<file path="src/rtl/tube_scroller_if.sv">
// Tube scroller bus: control inputs from the game core and the three
// obstacle slots presented to the renderer and the score logic.
interface tube_scroller_if;
    logic             frame_tick;
    logic             run;
    logic             clear;
    logic [2:0][10:0] tube_x;
    logic [2:0][10:0] gap_y;
    logic             pass_pulse;
    logic [1:0]       active_cnt;

    modport master (
        output frame_tick, run, clear,
        input  tube_x, gap_y, pass_pulse, active_cnt
    );

    modport slave (
        input  frame_tick, run, clear,
        output tube_x, gap_y, pass_pulse, active_cnt
    );
endinterface

</file>
<file path="src/rtl/tube_scroller.sv">
// tube_scroller: three-slot tube obstacle generator. Scrolls tubes left on
// every frame tick while running, spawns new tubes at a fixed tick period
// with LFSR-derived gap heights, retires tubes leaving the screen and pulses
// pass_pulse when a tube clears the bird column.
// Optional build macro TUBE_SPEED_RAMP_EN: the scroll step grows by one
// pixel every 8th spawn, saturating at twice SPEED.
module tube_scroller #(
    parameter int unsigned SCREEN_W     = 1024,
    parameter int unsigned TUBE_WIDTH   = 120,
    parameter int unsigned SPEED        = 4,
    parameter int unsigned SPAWN_PERIOD = 90,
    parameter int unsigned GAP_MIN      = 100,
    parameter int unsigned GAP_RANGE    = 318,
    parameter int unsigned PASS_X       = 180,
    parameter logic [15:0] LFSR_SEED    = 16'hACE1
) (
    input  logic          clk,
    input  logic          rst_n,
    tube_scroller_if.slave bus
);
    localparam logic [10:0]    PARKED    = 11'h7FF;
    localparam int unsigned    CW        = $clog2(SPAWN_PERIOD + 1);
    localparam logic [CW-1:0]  RELOAD    = CW'(SPAWN_PERIOD - 1);
    localparam logic [10:0]    SPAWN_X   = 11'(SCREEN_W);
    localparam logic [11:0]    TUBE_W12  = 12'(TUBE_WIDTH);
    localparam logic [11:0]    PASS_X12  = 12'(PASS_X);
    localparam logic [9:0]     RANGE10   = 10'(GAP_RANGE);
    localparam logic [10:0]    GAP_MIN11 = 11'(GAP_MIN);
    localparam logic [10:0]    SPEED11   = 11'(SPEED);

    typedef enum logic [1:0] {
        S_IDLE   = 2'd0,
        S_RUN    = 2'd1,
        S_FROZEN = 2'd2
    } state_t;

    // Fibonacci LFSR, taps 16,14,13,11, shifting toward bit 0.
    function automatic logic [15:0] lfsr_next(input logic [15:0] l);
        return {l[0] ^ l[2] ^ l[3] ^ l[5], l[15:1]};
    endfunction

    // Fold the 9 low LFSR bits into the legal gap range and offset it.
    function automatic logic [10:0] gap_from_lfsr(input logic [8:0] l);
        logic [9:0] raw;
        logic [9:0] r;
        raw = {1'b0, l};
        if (raw < RANGE10) begin
            r = raw;
        end else begin
            r = raw - RANGE10;
        end
        return GAP_MIN11 + {1'b0, r};
    endfunction

    state_t           state_q, state_d;
    logic [2:0][10:0] tube_x_q, tube_x_d;
    logic [2:0][10:0] gap_y_q, gap_y_d;
    logic             pass_q, pass_d;
    logic [1:0]       active_cnt_q, active_cnt_d;
    logic [CW-1:0]    spawn_cnt_q, spawn_cnt_d;
    logic [15:0]      lfsr_q;
    logic [2:0][10:0] new_x_s;
    logic             spawn_ok_s;
    logic [1:0]       spawn_idx_s;
    logic [10:0]      speed_s;

`ifdef TUBE_SPEED_RAMP_EN
    localparam logic [10:0] SPEED_MAX = 11'(2 * SPEED);
    logic [10:0] speed_q, speed_d;
    logic [2:0]  spawn_n_q, spawn_n_d;
    assign speed_s = speed_q;
`else
    assign speed_s = SPEED11;
`endif

    // Next state: FSM transitions, scrolling, pass detection, spawning, slot count
    always_comb begin
        state_d      = state_q;
        tube_x_d     = tube_x_q;
        gap_y_d      = gap_y_q;
        pass_d       = 1'b0;
        spawn_cnt_d  = spawn_cnt_q;
        spawn_ok_s   = 1'b0;
        spawn_idx_s  = 2'd0;
        active_cnt_d = 2'd0;
`ifdef TUBE_SPEED_RAMP_EN
        speed_d      = speed_q;
        spawn_n_d    = spawn_n_q;
`endif
        for (int i = 0; i < 3; i++) begin
            new_x_s[i] = tube_x_q[i] - speed_s;
        end

        case (state_q)
            S_IDLE: begin
                if (bus.run) begin
                    state_d     = S_RUN;
                    spawn_cnt_d = '0;
                end else begin
                    state_d     = S_IDLE;
                end
            end
            S_RUN: begin
                if (bus.frame_tick) begin
                    // Scroll active slots; a slot retiring this tick cannot fire a pass.
                    for (int i = 0; i < 3; i++) begin
                        if (tube_x_q[i] == PARKED) begin
                            tube_x_d[i] = PARKED;
                        end else if (tube_x_q[i] < speed_s) begin
                            tube_x_d[i] = PARKED;
                        end else begin
                            tube_x_d[i] = new_x_s[i];
                            if ((({1'b0, tube_x_q[i]} + TUBE_W12) >= PASS_X12) &&
                                (({1'b0, new_x_s[i]} + TUBE_W12) < PASS_X12)) begin
                                pass_d = 1'b1;
                            end else begin
                                pass_d = pass_d;
                            end
                        end
                    end
                    if (spawn_cnt_q == '0) begin
                        // Descending scan leaves the lowest free slot selected.
                        for (int i = 2; i >= 0; i--) begin
                            if (tube_x_d[i] == PARKED) begin
                                spawn_ok_s  = 1'b1;
                                spawn_idx_s = 2'(i);
                            end else begin
                                spawn_ok_s  = spawn_ok_s;
                            end
                        end
                        if (spawn_ok_s) begin
                            for (int i = 0; i < 3; i++) begin
                                if (spawn_idx_s == 2'(i)) begin
                                    tube_x_d[i] = SPAWN_X;
                                    gap_y_d[i]  = gap_from_lfsr(lfsr_q[8:0]);
                                end else begin
                                    gap_y_d[i]  = gap_y_d[i];
                                end
                            end
                            spawn_cnt_d = RELOAD;
`ifdef TUBE_SPEED_RAMP_EN
                            spawn_n_d = spawn_n_q + 3'd1;
                            if ((spawn_n_q == 3'd7) && (speed_q < SPEED_MAX)) begin
                                speed_d = speed_q + 11'd1;
                            end else begin
                                speed_d = speed_q;
                            end
`endif
                        end else begin
                            // All slots busy: hold at zero and retry next tick.
                            spawn_cnt_d = '0;
                        end
                    end else begin
                        spawn_cnt_d = spawn_cnt_q - CW'(1);
                    end
                end else begin
                    tube_x_d = tube_x_q;
                end
                if (bus.run) begin
                    state_d = S_RUN;
                end else begin
                    state_d = S_FROZEN;
                end
            end
            S_FROZEN: begin
                if (bus.run) begin
                    state_d = S_RUN;
                end else begin
                    state_d = S_FROZEN;
                end
            end
            default: begin
                state_d = S_IDLE;
            end
        endcase

        // clear overrides run and frame_tick.
        if (bus.clear) begin
            state_d     = S_IDLE;
            tube_x_d    = {3{PARKED}};
            spawn_cnt_d = '0;
            pass_d      = 1'b0;
`ifdef TUBE_SPEED_RAMP_EN
            speed_d     = SPEED11;
            spawn_n_d   = 3'd0;
`endif
        end else begin
            state_d     = state_d;
        end

        for (int i = 0; i < 3; i++) begin
            if (tube_x_d[i] != PARKED) begin
                active_cnt_d = active_cnt_d + 2'd1;
            end else begin
                active_cnt_d = active_cnt_d;
            end
        end
    end

    // FSM, slot, pulse and spawn counter registers
    always_ff @(posedge clk or negedge rst_n) begin
        if (!rst_n) begin
            state_q      <= S_IDLE;
            tube_x_q     <= {3{PARKED}};
            gap_y_q      <= '0;
            pass_q       <= 1'b0;
            active_cnt_q <= 2'd0;
            spawn_cnt_q  <= '0;
        end else begin
            state_q      <= state_d;
            tube_x_q     <= tube_x_d;
            gap_y_q      <= gap_y_d;
            pass_q       <= pass_d;
            active_cnt_q <= active_cnt_d;
            spawn_cnt_q  <= spawn_cnt_d;
        end
    end

    // Free-running gap generator, advances every cycle in every state
    always_ff @(posedge clk or negedge rst_n) begin
        if (!rst_n) begin
            lfsr_q <= LFSR_SEED;
        end else begin
            lfsr_q <= lfsr_next(lfsr_q);
        end
    end

`ifdef TUBE_SPEED_RAMP_EN
    // Effective scroll speed and spawn tally for the ramp
    always_ff @(posedge clk or negedge rst_n) begin
        if (!rst_n) begin
            speed_q   <= SPEED11;
            spawn_n_q <= 3'd0;
        end else begin
            speed_q   <= speed_d;
            spawn_n_q <= spawn_n_d;
        end
    end
`endif

    assign bus.tube_x     = tube_x_q;
    assign bus.gap_y      = gap_y_q;
    assign bus.pass_pulse = pass_q;
    assign bus.active_cnt = active_cnt_q;
endmodule

</file>
<file path="src/flat_wrapper.sv">
// flat-port wrapper written by rule: the top's interface ports become plain ports
module tube_scroller_flat 
#(
    parameter int unsigned SCREEN_W     = 1024,
    parameter int unsigned TUBE_WIDTH   = 120,
    parameter int unsigned SPEED        = 4,
    parameter int unsigned SPAWN_PERIOD = 90,
    parameter int unsigned GAP_MIN      = 100,
    parameter int unsigned GAP_RANGE    = 318,
    parameter int unsigned PASS_X       = 180,
    parameter logic [15:0] LFSR_SEED    = 16'hACE1
)
  (clk, rst_n, bus_frame_tick, bus_run, bus_clear, bus_tube_x, bus_gap_y, bus_pass_pulse, bus_active_cnt);
  tube_scroller_if bus_i ();
  input  logic clk;
  input  logic rst_n;
  input wire logic [$bits(bus_i.frame_tick)-1:0] bus_frame_tick;
  input wire logic [$bits(bus_i.run)-1:0] bus_run;
  input wire logic [$bits(bus_i.clear)-1:0] bus_clear;
  output wire logic [$bits(bus_i.tube_x)-1:0] bus_tube_x;
  output wire logic [$bits(bus_i.gap_y)-1:0] bus_gap_y;
  output wire logic [$bits(bus_i.pass_pulse)-1:0] bus_pass_pulse;
  output wire logic [$bits(bus_i.active_cnt)-1:0] bus_active_cnt;
  assign bus_i.frame_tick = bus_frame_tick;
  assign bus_i.run = bus_run;
  assign bus_i.clear = bus_clear;
  assign bus_tube_x = bus_i.tube_x;
  assign bus_gap_y = bus_i.gap_y;
  assign bus_pass_pulse = bus_i.pass_pulse;
  assign bus_active_cnt = bus_i.active_cnt;
  tube_scroller #(.SCREEN_W(SCREEN_W), .TUBE_WIDTH(TUBE_WIDTH), .SPEED(SPEED), .SPAWN_PERIOD(SPAWN_PERIOD), .GAP_MIN(GAP_MIN), .GAP_RANGE(GAP_RANGE), .PASS_X(PASS_X), .LFSR_SEED(LFSR_SEED)) u_core (.clk(clk), .rst_n(rst_n), .bus(bus_i));
endmodule
</file>
<file path="config.mk">
export PLATFORM = sky130hd
export DESIGN_NAME = tube_scroller_flat
export DESIGN_NICKNAME = d
export VERILOG_FILES = /design/src/rtl/tube_scroller_if.sv /design/src/rtl/tube_scroller.sv /design/src/flat_wrapper.sv
export SDC_FILE = /design/constraint.sdc
export NUM_CORES = 1
export LEC_CHECK = 0
export ABC_AREA = 1
export CAP_MARGIN = 25
export CORE_ASPECT_RATIO = 0.8
export CORE_UTILIZATION = 57
export DETAILED_ROUTE_END_ITERATION = 8
export HOLD_SLACK_MARGIN = 0.02
export PLACE_DENSITY = 0.81
export SYNTH_ARGS = -nofsm -noshare
export SYNTH_HDL_FRONTEND = slang
export SYNTH_SLANG_ARGS = --single-unit
</file>
<file path="constraint.sdc">
create_clock -name clk -period 3.5 [get_ports clk]
set_clock_uncertainty 0.05 [all_clocks]
set_input_delay 0.7 -clock clk [delete_from_list [all_inputs] [get_ports clk]]
set_output_delay 0.7 -clock clk [all_outputs]
set_load 0.02 [all_outputs]
</file>
==> run_results.csv <==
group,metric,value,unit
outcome,status,"complete, no violations",
global_routing,grt_max_degree,87,
worst_setup_path,crit_arrival,3.46,ns
logic_synthesis,synthDominantCellAreaShare,0.219,
final_layout,multi_input_area,0.00315,sq mm
floorplan,start_util,0.589,
logic_synthesis,synth-async-reset-ratio,1.00,
timing,max_freq,306,MHz
final_layout,regArea,0.00240,sq mm
worst_setup_path,slowest_stage,"dfstp_2",
floorplan,dieArea,0.0110,sq mm
drt,wl_per_cell,14.8,um
logic_synthesis,avgSynthCellArea,7.71,sq um
timing,worst_pin_slew,0.738,ns
clock_tree,hold_buffers,0,
worst_setup_path,criticalPathCategory,"register to register",
logic_synthesis,synth_nets,820,
floorplan,fp.dieH,94.2,um
clock_tree,post_cts_resize_count,0,
drt,antenna_left,0,
final_layout,num_antenna_cells,0,
logic_synthesis,synth_edf_count,0,
clock_tree,root_buffer,"clkbuf_16",
clock_tree,cts_made_buffers,9,
worst_setup_path,worst_path_most_repeated_cell,"nand2_1",
logic_synthesis,synthFlopType,"dfrtp_1",
global_routing,grt_pass1_wl,24800,um
logic_synthesis,synth-seq-cells,94,
logic_synthesis,synth-seq-area-share,0.397,
power_and_ir_drop,clock_power_share,0.312,
worst_setup_path,worstSetupEndpointType,"register",
floorplan,die_x,117,um
logic_synthesis,ys_types,46,
floorplan,rows,33,
drt,drc,0,
timing,rsz0062_at_grt,"no",
drt,vias,5508,
worst_setup_path,cp-start-kind,"register",
global_routing,antenna_found_initial,0,
drt,drt-total-wl,14900,um
clock_tree,cts_sinks,94,
global_routing,grt.total_usage,0.290,
place,hpwl,11000,um
worst_setup_path,crit_chain,"inv_1, ha_1, nand2_1, inv_1, nor2_8, nand2_4, inv_1, a21oi_1, nor2_2, nand3_4, nand3_2, nand3_1, nand2_1, nand2_1, nor2_1, nand2_1, nor2_1, ha_1, nand4_1, nand2_1",
final_layout,design_area,0.00726,sq mm
final_layout,postLayoutCoreUtil,0.706,
timing,hold_ws,0.122,ns
logic_synthesis,synthCells,786,
logic_synthesis,synth_area_leaders,"dfrtp_1 22%, dfstp_2 18%, nand2_1 12%",
place,place_area,0.00692,sq mm
power_and_ir_drop,ir_worst_vdd,0.332,mV
drt,viasPerCell,5.47,
power_and_ir_drop,p_leak,3.64,nW
final_layout,fillCellCount,770,
timing,setup_viol,0,
power_and_ir_drop,p_seq_frac,0.409,
timing,slew_headroom,0.508,
worst_hold_path,hp-class,"input port to async pin",
clock_tree,clkLatencyLatePin,0.34,ns
job,drv_cap,0,
drt,first_pass_iters,6,
final_layout,drive_above_1_share,0.150,
floorplan,core-area,0.0103,sq mm
power_and_ir_drop,p_per_area,438,mW/mm^2
logic_synthesis,synth_area_leader_cell,"dfrtp_1",
timing,timing.final.crit_share,0.935,
power_and_ir_drop,p_switching,0.00104,W
final_layout,layout_commonest_cell,"nand2_1",
place,port_buffers,73,
place,gp_congestion,0.911,
final_layout,area_growth,19.8,%
final_layout,final_cell_mix,"187 x nand2_1, 96 x inv_1, 76 x o21ai_0",
timing,setup_tns,0,ns
power_and_ir_drop,p_comb_frac,0.279,
global_routing,grt_pass1_vias,5160,
clock_tree,cts_max_level,3,
timing,fin_crit,3.27,ns
worst_setup_path,required,3.69,ns
final_layout,nNetsFinal,896,
power_and_ir_drop,p_sw_frac,0.327,
timing,hold_viol,0,
power_and_ir_drop,internal_power,0.00214,W
timing,slew_viol_final,0,
clock_tree,tritoncts,"done",
worst_setup_path,slowest_delay,0.61,ns
clock_tree,path_clk_slew,0.07,ns
global_routing,grt-ovfl-total,0,
worst_setup_path,critical_path_peak_fanout,10,
floorplan,pin_count,74,
clock_tree,cts_setup_buffers,0,
clock_tree,cts.path.max_buffers,2,
drt,drtIter0Drc,506,
logic_synthesis,yosysWarnings,0,
logic_synthesis,syn_area,0.00606,sq mm
-- per-layer routing --
metal / vias up / wire length [um] / track usage / share of wire
met5: - / 0 / 0 / 0
met3: 30 / 954 / 0.0497 / 0.064
li1: 2688 / - / - / -
met2: 215 / 6810 / 0.448 / 0.46
met4: 0 / 257 / 0.0897 / 0.017
met1: 2575 / 6870 / 0.415 / 0.46
-- power groups by stage --
stage / Clock [W] / Combinational (W) / Sequential, W
final: 0.000992 / 0.000889 / 0.00130
after global routing: 0.00106 / 0.000980 / 0.00131
after CTS: 0.00101 / 0.000875 / 0.00130
after detailed placement: 0 / 0.000870 / 0.00131
after global placement: 0 / 0.000843 / 0.00131
after floorplan: 0 / 0.000456 / 0.00139
-- per-stage QoR --
step	total power, W	cells	setup WS (ns)
2_1_floorplan	0.00184	786	0.526
3_3_place_gp	0.00215	990	0.357
5_1_grt	0.00334	1007	0.0492
6_report	0.00318	1007	0.228
4_1_cts	0.00318	1006	0.260
3_5_place_dp	0.00218	990	0.277
-- critical path, delay by kind of cell, from the launching register on --
| kind | cells | cell delay [ns] |
|---|---|---|
| fa+ha+maj | 2 | 0.49 |
| buf+inv | 3 | 0.33 |
| flops | 1 | 0.61 |
| simple gates | 14 | 1.60 |
| compound gates | 1 | 0.07 |
-- cell families after synthesis --
logic type / synth area share
flops: 0.397
buf+inv: 0.0841
simple gates: 0.289
fa+ha+maj: 0.0599
xor+xnor: 0.0504
compound gates: 0.120
-- registers in the layout, indices dropped and copies added, names as in the netlist --
name,cells
u_core.bus.active_cnt,2
u_core.bus.gap_y,33
u_core.lfsr_q,16
u_core.state_q,2
u_core.bus.pass_pulse,1
u_core.bus.tube_x,33
u_core.spawn_cnt_q,7
-- worst paths after layout --
kind	from	to	slack, ns	depth (start not counted)
worst max-delay path	u_core.bus.tube_x[3]$_DFF_PN1_	u_core.bus.active_cnt[0]$_DFF_PN0_	0.23	20
worst min-delay path	rst_n	u_core.bus.gap_y[32]$_DFFE_PN0P_	0.12	1
worst max register to register	u_core.bus.tube_x[3]$_DFF_PN1_	u_core.bus.active_cnt[0]$_DFF_PN0_	0.23	20
worst min register to register	u_core.lfsr_q[14]$_DFF_PN0_	u_core.lfsr_q[13]$_DFF_PN1_	0.31	0
max in group asynchronous	rst_n	u_core.bus.tube_x[16]$_DFF_PN1_	2.47	3
min in group clk	u_core.lfsr_q[14]$_DFF_PN0_	u_core.lfsr_q[13]$_DFF_PN1_	0.31	0
-- final cells by class --
class                           instances  share of cell area
Sequential cell                        94               0.331
Multi-Input combinational cell        571               0.434
Inverter                              100              0.0517
Tap cell                              140              0.0241
Clock buffer                           11              0.0335
Timing Repair Buffer                   86               0.117
Clock inverter                          5             0.00879
-- cell usage after synthesis, types with 2 or more instances --
library cell  number
o211ai_1           2
nor2_8             2
dfstp_2           41
nor3_1            11
nand4_1            9
or2_2              2
nor2_4             6
nand3_2            6
nor2_1            66
dfrtp_1           53
nand3_1           42
ha_1              29
nor2_2             9
xnor2_1           10
nand2_1          187
clkbuf_1           9
o311ai_0           3
o31ai_1            3
o21ai_0           76
inv_2              4
a31oi_1            3
buf_4              2
nand2_4            2
a211oi_1           2
o21ai_1           11
nand2_2           24
inv_1             96
buf_2              4
buf_6              4
xor2_1            23
o22ai_1            7
a21oi_1           24
Power figures use the tool's default switching activity.
